**src/rtl/spm_sched_if.sv**
```systemverilog
//==============================================================================
// spm_sched_if: request/response and SPM-side bus of the SPM scheduler. rev 1.0
//==============================================================================
`default_nettype none

interface spm_sched_if #(
  parameter int WIDTH = 32
);
  logic [1:0]         req_valid;
  logic [1:0]         req_ready;
  logic [WIDTH-1:0]   req0_mc;
  logic [WIDTH-1:0]   req0_mp;
  logic [WIDTH-1:0]   req1_mc;
  logic [WIDTH-1:0]   req1_mp;
  logic [1:0]         rsp_valid;
  logic [1:0]         rsp_ready;
  logic [2*WIDTH-1:0] rsp_prod;
  logic               rsp_err;
  logic [WIDTH-1:0]   spm_mc;
  logic [WIDTH-1:0]   spm_mp;
  logic               spm_start;
  logic               spm_done;
  logic [2*WIDTH-1:0] spm_prod;
  logic               busy;

  // Environment side: requesters plus the multiplier itself.
  modport master (
    output req_valid, req0_mc, req0_mp, req1_mc, req1_mp, rsp_ready,
    output spm_done, spm_prod,
    input  req_ready, rsp_valid, rsp_prod, rsp_err,
    input  spm_mc, spm_mp, spm_start, busy
  );

  // Scheduler side.
  modport slave (
    input  req_valid, req0_mc, req0_mp, req1_mc, req1_mp, rsp_ready,
    input  spm_done, spm_prod,
    output req_ready, rsp_valid, rsp_prod, rsp_err,
    output spm_mc, spm_mp, spm_start, busy
  );
endinterface

`default_nettype wire

```
**src/rtl/spm_sched.sv**
```systemverilog
//==============================================================================
// spm_sched: two-requester round-robin scheduler with watchdog for the SPM. rev 1.0
//==============================================================================
`default_nettype none

module spm_sched #(
  parameter int WIDTH   = 32,
  parameter int TIMEOUT = 80
) (
  input  wire logic  clk,
  input  wire logic  rst,
  spm_sched_if.slave bus
);
  localparam int CW = $clog2(TIMEOUT) + 1;

  typedef enum logic [1:0] {
    IDLE = 2'd0,
    RUN  = 2'd1,
    RESP = 2'd2
  } state_t;

  state_t        state;
  state_t        state_nx;
  logic          gnt;
  logic          last_grant;
  logic          sel;
  logic          take;
  logic          done_hit;
  logic          tmo_hit;
  logic [CW-1:0] cnt;

  always_comb begin
    sel      = (bus.req_valid == 2'b11) ? ~last_grant : bus.req_valid[1];
    // A handshake in the reset cycle would be lost, so never offer one.
    take     = (state == IDLE) && (bus.req_valid != 2'b00) && !rst;
    done_hit = (state == RUN) && bus.spm_done;
    tmo_hit  = (state == RUN) && !bus.spm_done && (cnt == CW'(TIMEOUT - 1));

    state_nx      = state;
    bus.req_ready = 2'b00;
    bus.rsp_valid = 2'b00;
    bus.spm_start = 1'b0;
    bus.busy      = (state != IDLE);

    case (state)
      IDLE: begin
        if (take) begin
          bus.req_ready = {sel, ~sel};
          state_nx      = RUN;
        end
      end
      RUN: begin
        bus.spm_start = 1'b1;
        if (done_hit || tmo_hit) begin
          state_nx = RESP;
        end
      end
      RESP: begin
        bus.rsp_valid = {gnt, ~gnt};
        if (bus.rsp_ready[gnt]) begin
          state_nx = IDLE;
        end
      end
      default: begin
        state_nx = IDLE;
      end
    endcase
  end

  always_ff @(posedge clk) begin
    if (rst) begin
      state        <= IDLE;
      gnt          <= 1'b0;
      last_grant   <= 1'b1;
      cnt          <= '0;
      bus.spm_mc   <= '0;
      bus.spm_mp   <= '0;
      bus.rsp_prod <= '0;
      bus.rsp_err  <= 1'b0;
    end else begin
      state <= state_nx;
      if (take) begin
        gnt        <= sel;
        last_grant <= sel;
        cnt        <= '0;
        bus.spm_mc <= sel ? bus.req1_mc : bus.req0_mc;
        bus.spm_mp <= sel ? bus.req1_mp : bus.req0_mp;
      end
      if (state == RUN) begin
        cnt <= cnt + CW'(1);
      end
      if (done_hit) begin
        bus.rsp_prod <= (2*WIDTH)'(bus.spm_prod);
        bus.rsp_err  <= 1'b0;
      end else if (tmo_hit) begin
        bus.rsp_prod <= '0;
        bus.rsp_err  <= 1'b1;
      end
    end
  end
endmodule

`default_nettype wire

```
**src/flat_wrapper.sv**
```systemverilog
// flat-port wrapper written by rule: the top's interface ports become plain ports
module spm_sched_flat 
#(
  parameter int WIDTH   = 32,
  parameter int TIMEOUT = 80
)
  (clk, rst, bus_req_valid, bus_req0_mc, bus_req0_mp, bus_req1_mc, bus_req1_mp, bus_rsp_ready, bus_spm_done, bus_spm_prod, bus_req_ready, bus_rsp_valid, bus_rsp_prod, bus_rsp_err, bus_spm_mc, bus_spm_mp, bus_spm_start, bus_busy);
  spm_sched_if #(.WIDTH(WIDTH)) bus_i ();
  input  wire logic clk;
  input  wire logic rst;
  input wire logic [$bits(bus_i.req_valid)-1:0] bus_req_valid;
  input wire logic [$bits(bus_i.req0_mc)-1:0] bus_req0_mc;
  input wire logic [$bits(bus_i.req0_mp)-1:0] bus_req0_mp;
  input wire logic [$bits(bus_i.req1_mc)-1:0] bus_req1_mc;
  input wire logic [$bits(bus_i.req1_mp)-1:0] bus_req1_mp;
  input wire logic [$bits(bus_i.rsp_ready)-1:0] bus_rsp_ready;
  input wire logic [$bits(bus_i.spm_done)-1:0] bus_spm_done;
  input wire logic [$bits(bus_i.spm_prod)-1:0] bus_spm_prod;
  output wire logic [$bits(bus_i.req_ready)-1:0] bus_req_ready;
  output wire logic [$bits(bus_i.rsp_valid)-1:0] bus_rsp_valid;
  output wire logic [$bits(bus_i.rsp_prod)-1:0] bus_rsp_prod;
  output wire logic [$bits(bus_i.rsp_err)-1:0] bus_rsp_err;
  output wire logic [$bits(bus_i.spm_mc)-1:0] bus_spm_mc;
  output wire logic [$bits(bus_i.spm_mp)-1:0] bus_spm_mp;
  output wire logic [$bits(bus_i.spm_start)-1:0] bus_spm_start;
  output wire logic [$bits(bus_i.busy)-1:0] bus_busy;
  assign bus_i.req_valid = bus_req_valid;
  assign bus_i.req0_mc = bus_req0_mc;
  assign bus_i.req0_mp = bus_req0_mp;
  assign bus_i.req1_mc = bus_req1_mc;
  assign bus_i.req1_mp = bus_req1_mp;
  assign bus_i.rsp_ready = bus_rsp_ready;
  assign bus_i.spm_done = bus_spm_done;
  assign bus_i.spm_prod = bus_spm_prod;
  assign bus_req_ready = bus_i.req_ready;
  assign bus_rsp_valid = bus_i.rsp_valid;
  assign bus_rsp_prod = bus_i.rsp_prod;
  assign bus_rsp_err = bus_i.rsp_err;
  assign bus_spm_mc = bus_i.spm_mc;
  assign bus_spm_mp = bus_i.spm_mp;
  assign bus_spm_start = bus_i.spm_start;
  assign bus_busy = bus_i.busy;
  spm_sched #(.WIDTH(WIDTH), .TIMEOUT(TIMEOUT)) u_core (.clk(clk), .rst(rst), .bus(bus_i));
endmodule
```
**config.mk**
```make
export PLATFORM = sky130hd
export DESIGN_NAME = spm_sched_flat
export DESIGN_NICKNAME = d
export VERILOG_FILES = /design/src/rtl/spm_sched_if.sv /design/src/rtl/spm_sched.sv /design/src/flat_wrapper.sv
export SDC_FILE = /design/constraint.sdc
export NUM_CORES = 1
export LEC_CHECK = 0
export BUFFER_PORTS_ARGS = -buffer_cell sky130_fd_sc_hd__buf_2
export CAP_MARGIN = 20
export CORE_AREA = 2 2 129 131
export DETAILED_ROUTE_END_ITERATION = 10
export DIE_AREA = 0 0 131 133
export PLACE_DENSITY = 0.64
export SETUP_SLACK_MARGIN = 0.15
export SYNTH_ARGS = -nofsm -noshare
export SYNTH_HDL_FRONTEND = slang
export SYNTH_SLANG_ARGS = --single-unit
```
**constraint.sdc**
```tcl
create_clock -name clk -period 1.4 [get_ports clk]
set_input_delay 0.35 -clock clk [delete_from_list [all_inputs] [get_ports clk]]
set_output_delay 0.35 -clock clk [all_outputs]
set_load 0.03 [all_outputs]
```
# Yosys cells after proc, flatten, opt, wreduce, memory -nomap -nowiden
# Cells that the tools add are included.
[totals] register_bits=141 input_bits=199 elab_cells=52 out_inout_bits=135
[classes] n_reduce_logical=15 n_addsub=1 n_eq_ne=7 n_mux=17 bitwise=3 n_lt_le_gt_ge=1
[ops] op="$mux W64" n=2
[ops] op="$mux W32" n=2
[ops] op="$mux W8" n=2
[ops] op="$mux W2" n=6
[ops] op="$add A8 B1 Y8 const B" n=1
[ops] op="$eq A8 B7 Y1 const B" n=1
[ops] op="$reduce_bool A2 Y1" n=4
[ops] op="$pmux W2 S3" n=1
[ops] op="$logic_and A1 B1 Y1" n=5
[ops] op="$eq A2 B2 Y1 const B" n=2
[ops] op="$mux W1" n=4
[ops] op="$ne A2 B1 Y1 const B" n=2
[ops] op="$not A1 Y1" n=3
[ops] op="$reduce_and A3 Y1" n=1
[ops] op="$eq A2 B1 Y1 const B" n=1
[ops] op="$logic_not A1 Y1" n=2
[ops] op="$logic_not A2 Y1" n=1
[ops] op="$lt A1 B2 Y1 const B" n=1
[ops] op="$ne A2 B2 Y1 const B" n=1
[ops] op="$reduce_or A2 Y1" n=1
[ops] op="$logic_or A1 B1 Y1" n=1

# Logic depth before layout (Yosys ltp)
[depth] word_depth=6 depth_mapped=7 depth_no_buf=4

# Worst setup path after synthesis
# OpenSTA, ideal clock, no wires.
[synth_timing] path_kind="in2out" startpoint="in bus_req_valid[1]" endpoint="out bus_req_ready[1]" required_time_ps=1050 path_buffers=2 stages=4 t_arrival_ps=1322 path_slack_ps=-272 path_cell_list="a21boi_0 > clkbuf_1 > buf_2 > and2_1"
[synth_via] elab_chain_len=5 word_cells_on_any_way=7 cone_classes="eq/ne: 1; mux: 3; reduce/logical: 3"
[synth_rtl] item="start, declared" line="flat_wrapper.sv:11" text="input wire logic [$bits(bus_i.req_valid)-1:0] bus_req_valid;"
[synth_rtl] item="$reduce_bool A2 Y1" line="spm_sched.sv:35" text="take = (state == IDLE) && (bus.req_valid != 2'b00) && !rst;"
[synth_rtl] item="$logic_and A1 B1 Y1 (2 in a row)" line="spm_sched.sv:35"
[synth_rtl] item="$mux W2 (*)" line="spm_sched.sv:47" text="if (take) begin"
[synth_rtl] item="$mux W2 (*)" line="spm_sched.sv:45" text="case (state)"
[synth_rtl] item="end, declared" line="flat_wrapper.sv:19" text="output wire logic [$bits(bus_i.req_ready)-1:0] bus_req_ready;"
# Every way passes the cells marked *; elsewhere a longest branch is shown, timed or not.

# Worst setup path after layout
[layout_timing] startpoint="reg u_core.state[1]" endpoint="reg u_core.bus.rsp_prod[55]"
[layout_via] elab_chain_len=4 word_cells_on_any_way=6 cone_classes="eq/ne: 1; mux: 1; reduce/logical: 4"
[layout_rtl] item="start, declared" line="spm_sched.sv:22" text="state_t state;"
[layout_rtl] item="start signal, assigned" line="spm_sched.sv:81" text="state <= state_nx;"
[layout_rtl] item="$eq A2 B1 Y1 (*)" line="spm_sched.sv:36, spm_sched.sv:37"
[layout_rtl] item="$logic_and A1 B1 Y1 (2 in a row)" line="spm_sched.sv:37" text="tmo_hit = (state == RUN) && !bus.spm_done && (cnt == CW'(TIMEOUT - 1));"
[layout_rtl] item="$reduce_bool A2 Y1 (no line)"
[layout_rtl] item="end signal, assigned" line="spm_sched.sv:93" text="bus.rsp_prod <= (2*WIDTH)'(bus.spm_prod);"
[layout_rtl] item="end, declared" line="spm_sched_if.sv:38" text="output req_ready, rsp_valid, rsp_prod, rsp_err,"
# Marked as above.
# A chain may end at the register's enable or synchronous reset.

==> metrics.yaml <==
yosys:
  ys_top_cells_by_area: "dfxtp_1 (52%), a221o_1 (10%), nand2_1 (9.1%)"
  ys_seq_elements: 141
  syn-cell-area_sq_um: 5420
  synth-compound-area-share: 0.209
  synth-simple-area-share: 0.214
  synth_flop_cell: "dfxtp_1"
  synth-edff-count: 0
  synthTopCellsByCount: "dfxtp_1 (141), nand2_1 (131), a21oi_1 (71)"
  syn-num-nets: 802
  yosys.area.top_type: "dfxtp_1"
  synth_top_family_by_area: "simple AND/OR/NAND/NOR gates"
  synth_cell_types: 41
  ys_seq_area_frac: 0.521
  yosys_warnings: 0
  synthAdderAreaFrac: 0.00231
  synthArstFlopShare: 0
  synth.area.mux_share: 0.00208
  synth_cells: 602
  synthXorXnorAreaFrac: 0
  synth.most_common_cell: "dfxtp_1"
  synth.top_cell.area_share: 0.521
  syn_area_per_cell_sq_um: 9.00
sta:
  period_needed_ns: 1.73
  hold_viol_final: 0
  setup_ws_ns: -0.331
  worst_slew_pin_slew_ns: 0.443
  clock.fmax_mhz: 578
  finalSetupViolCount: 135
  fin_skew_ns: 0.0103
  period_share: 1.24
  finalMaxSlewViolations: 0
  holdWs_ns: 0.147
  max_slew_margin: 0.704
  rsz0062_at_grt: "true"
  fin_tns_setup_ns: -31.47
clocking:
  clk_latency_ns: 0.42
  cts.path.max_buffers: 2
  path_clk_slew_ns: 0.06
  cts_tree: "done"
  htree_levels: 4
  cts_root_buf: "clkbuf_16"
  cts_sinks: 141
  cts_buffers: 17
worst_hold_path:
  worstHoldPathType: "in2reg"
finish:
  fillers: 1101
  fin_nets: 1237
  area_growth_pct: 112
  multiInputGateArea_sq_um: 3120
  regArea_sq_um: 3000
  utilization: 0.711
  diodes: 0
  drive_gt1_frac: 0.758
pwr:
  peakVddDrop_mv: 0.811
  power.leakage_nw: 5.43
  clkPwrFrac: 0.367
  p_switching_mw: 3.84
  combPwrFrac: 0.277
  power_frac_seq: 0.356
  p_sw_frac: 0.297
  total_power_mw: 12.9
  p_per_area_nw_per_um2: 1120
  internal_power_mw: 9.08
setup_path:
  startpoint_type: "flip-flop"
  critPathKind: "reg2reg"
  cp.required_ns: 1.74
  critPathArrivalTime_ns: 2.07
  critPathCaptureType: "flip-flop"
  cp_max_fo: 4
status:
  outcome: "finished with violations"
  violations: "negative setup slack"
routing:
  wire_per_inst_um: 20.5
  ant_nets: 0
  routed_via_density: 5.22
  drc_errors: 0
  first_pass_iters: 5
  vias: 6631
  wl_mm: 26.0
  drt_iter0_drc: 331
floorplan:
  initial_core_util: 0.335
  design.core.area_sq_um: 16200
  ios: 334
  die-area_sq_um: 17400
  die_y_um: 133
  die_width_um: 131
  num_rows: 47
global_route:
  grt_first_pass_wirelength_mm: 32.1
  grt.total_usage: 0.241
  antenna_found_initial: 0
  grt_pass1_vias: 6137
  gr-total-overflow: 0
  grt_max_degree: 44
placement:
  dp_hpwl_mm: 13.6
  port_buffers: 333
  dp_slack_ns: -0.173
  place_congestion: 0.788
flow_run:
  max-cap-violations: 0
[cell usage in the layout (no fill, tap or decap), drive strengths merged, types with 3 or more instances in the layout]
| master | n |
|---|---|
| bufinv | 3 |
| nand2 | 131 |
| or2 | 3 |
| buf | 465 |
| nand3 | 11 |
| inv | 5 |
| and3 | 58 |
| a31o | 3 |
| a21oi | 72 |
| nor2 | 5 |
| dfxtp | 141 |
| clkinv | 3 |
| a221o | 56 |
| clkinvlp | 4 |
| nor3 | 3 |
| nand2b | 4 |
| clkbuf | 27 |
| or3 | 4 |
| a31oi | 10 |
| o21ai | 12 |
| nand4 | 8 |
[metrics by stage]
| step | cells | cell area (sq um) |
|---|---|---|
| 2_1_floorplan | 602 | 5610 |
| 3_3_place_gp | 1138 | 7640 |
| 3_5_place_dp | 1138 | 7640 |
| 4_1_cts | 1237 | 10000 |
| 5_1_grt | 1270 | 11500 |
| 6_report | 1270 | 11500 |
[final cells by class]
class / instances / area share
Inverter: 5 / 0.00185
Multi-Input combinational cell: 400 / 0.271
Timing Repair Buffer: 472 / 0.390
Clock inverter: 10 / 0.0121
Tap cell: 220 / 0.0240
Sequential cell: 141 / 0.261
Clock buffer: 22 / 0.0404
[kinds of logic (layout without fill, tap and decap cells)]
group / Yosys count / count (layout)
muxes: 1 / 1
DFF: 141 / 141
AOI/OAI and AO/OA: 160 / 160
adders and majority gates: 1 / 1
and+or+nand+nor: 238 / 238
buffers and inverters: 61 / 509
[power by group through the flow]
stage          Combinational [mW]  Clock (mW)  Sequential, mW
2_1_floorplan               0.746           0            5.08
3_3_place_gp                 2.14           0            4.55
3_5_place_dp                 2.15           0            4.55
4_1_cts                      2.96        4.74            4.52
5_1_grt                      3.74        4.91            4.63
6_report                     3.58        4.73            4.60
[state kept, by name, indices dropped and copies added (netlist names)]
| name | cells |
|---|---|
| u_core.bus.rsp_err | 1 |
| u_core.bus.rsp_prod | 64 |
| u_core.bus.spm_mc | 32 |
| u_core.bus.spm_mp | 32 |
| u_core.cnt | 8 |
| u_core.gnt | 1 |
| u_core.last_grant | 1 |
| u_core.state | 2 |
[worst max-delay path, cell delays in order, from the launching register on]
cell,delay (ns)
dfxtp_4,0.36
buf_6,0.12
buf_6,0.10
buf_6,0.11
and3b_2,0.27
buf_12,0.13
buf_12,0.11
buf_12,0.10
clkbuf_16,0.15
nand2_4,0.05
a21oi_2,0.15
[worst paths after layout]
path / depth (start not counted) / startpoint / endpoint / slack [ns]
worst min register to register: 2 / u_core.bus.rsp_prod[61] / u_core.bus.rsp_prod[61] / 0.46
worst max register to register: 10 / u_core.state[1] / u_core.bus.rsp_prod[55] / -0.33
worst min-delay path: 2 / bus_req0_mc[25] / u_core.bus.spm_mc[25] / 0.15
worst max-delay path: 10 / u_core.state[1] / u_core.bus.rsp_prod[55] / -0.33
[timing repair]
action | in CTS | in global routing
gates resized for setup | 264 | 460
endpoints found under the setup margin | 270 | 275
hold buffers | 0 | 0
buffers inserted | 48 | 25
cloned | 19 | 8
pin swaps | 24 | 93
[layer usage]
metal | GRT usage | vias to the layer above | wire length, um
li1 | - | 3063 | -
met1 | 0.258 | 3156 | 9510
met2 | 0.436 | 350 | 13800
met3 | 0.0671 | 62 | 1930
met4 | 0.102 | 0 | 798
met5 | 0 | - | 0
Note: power is estimated with default switching activity, not from simulation.
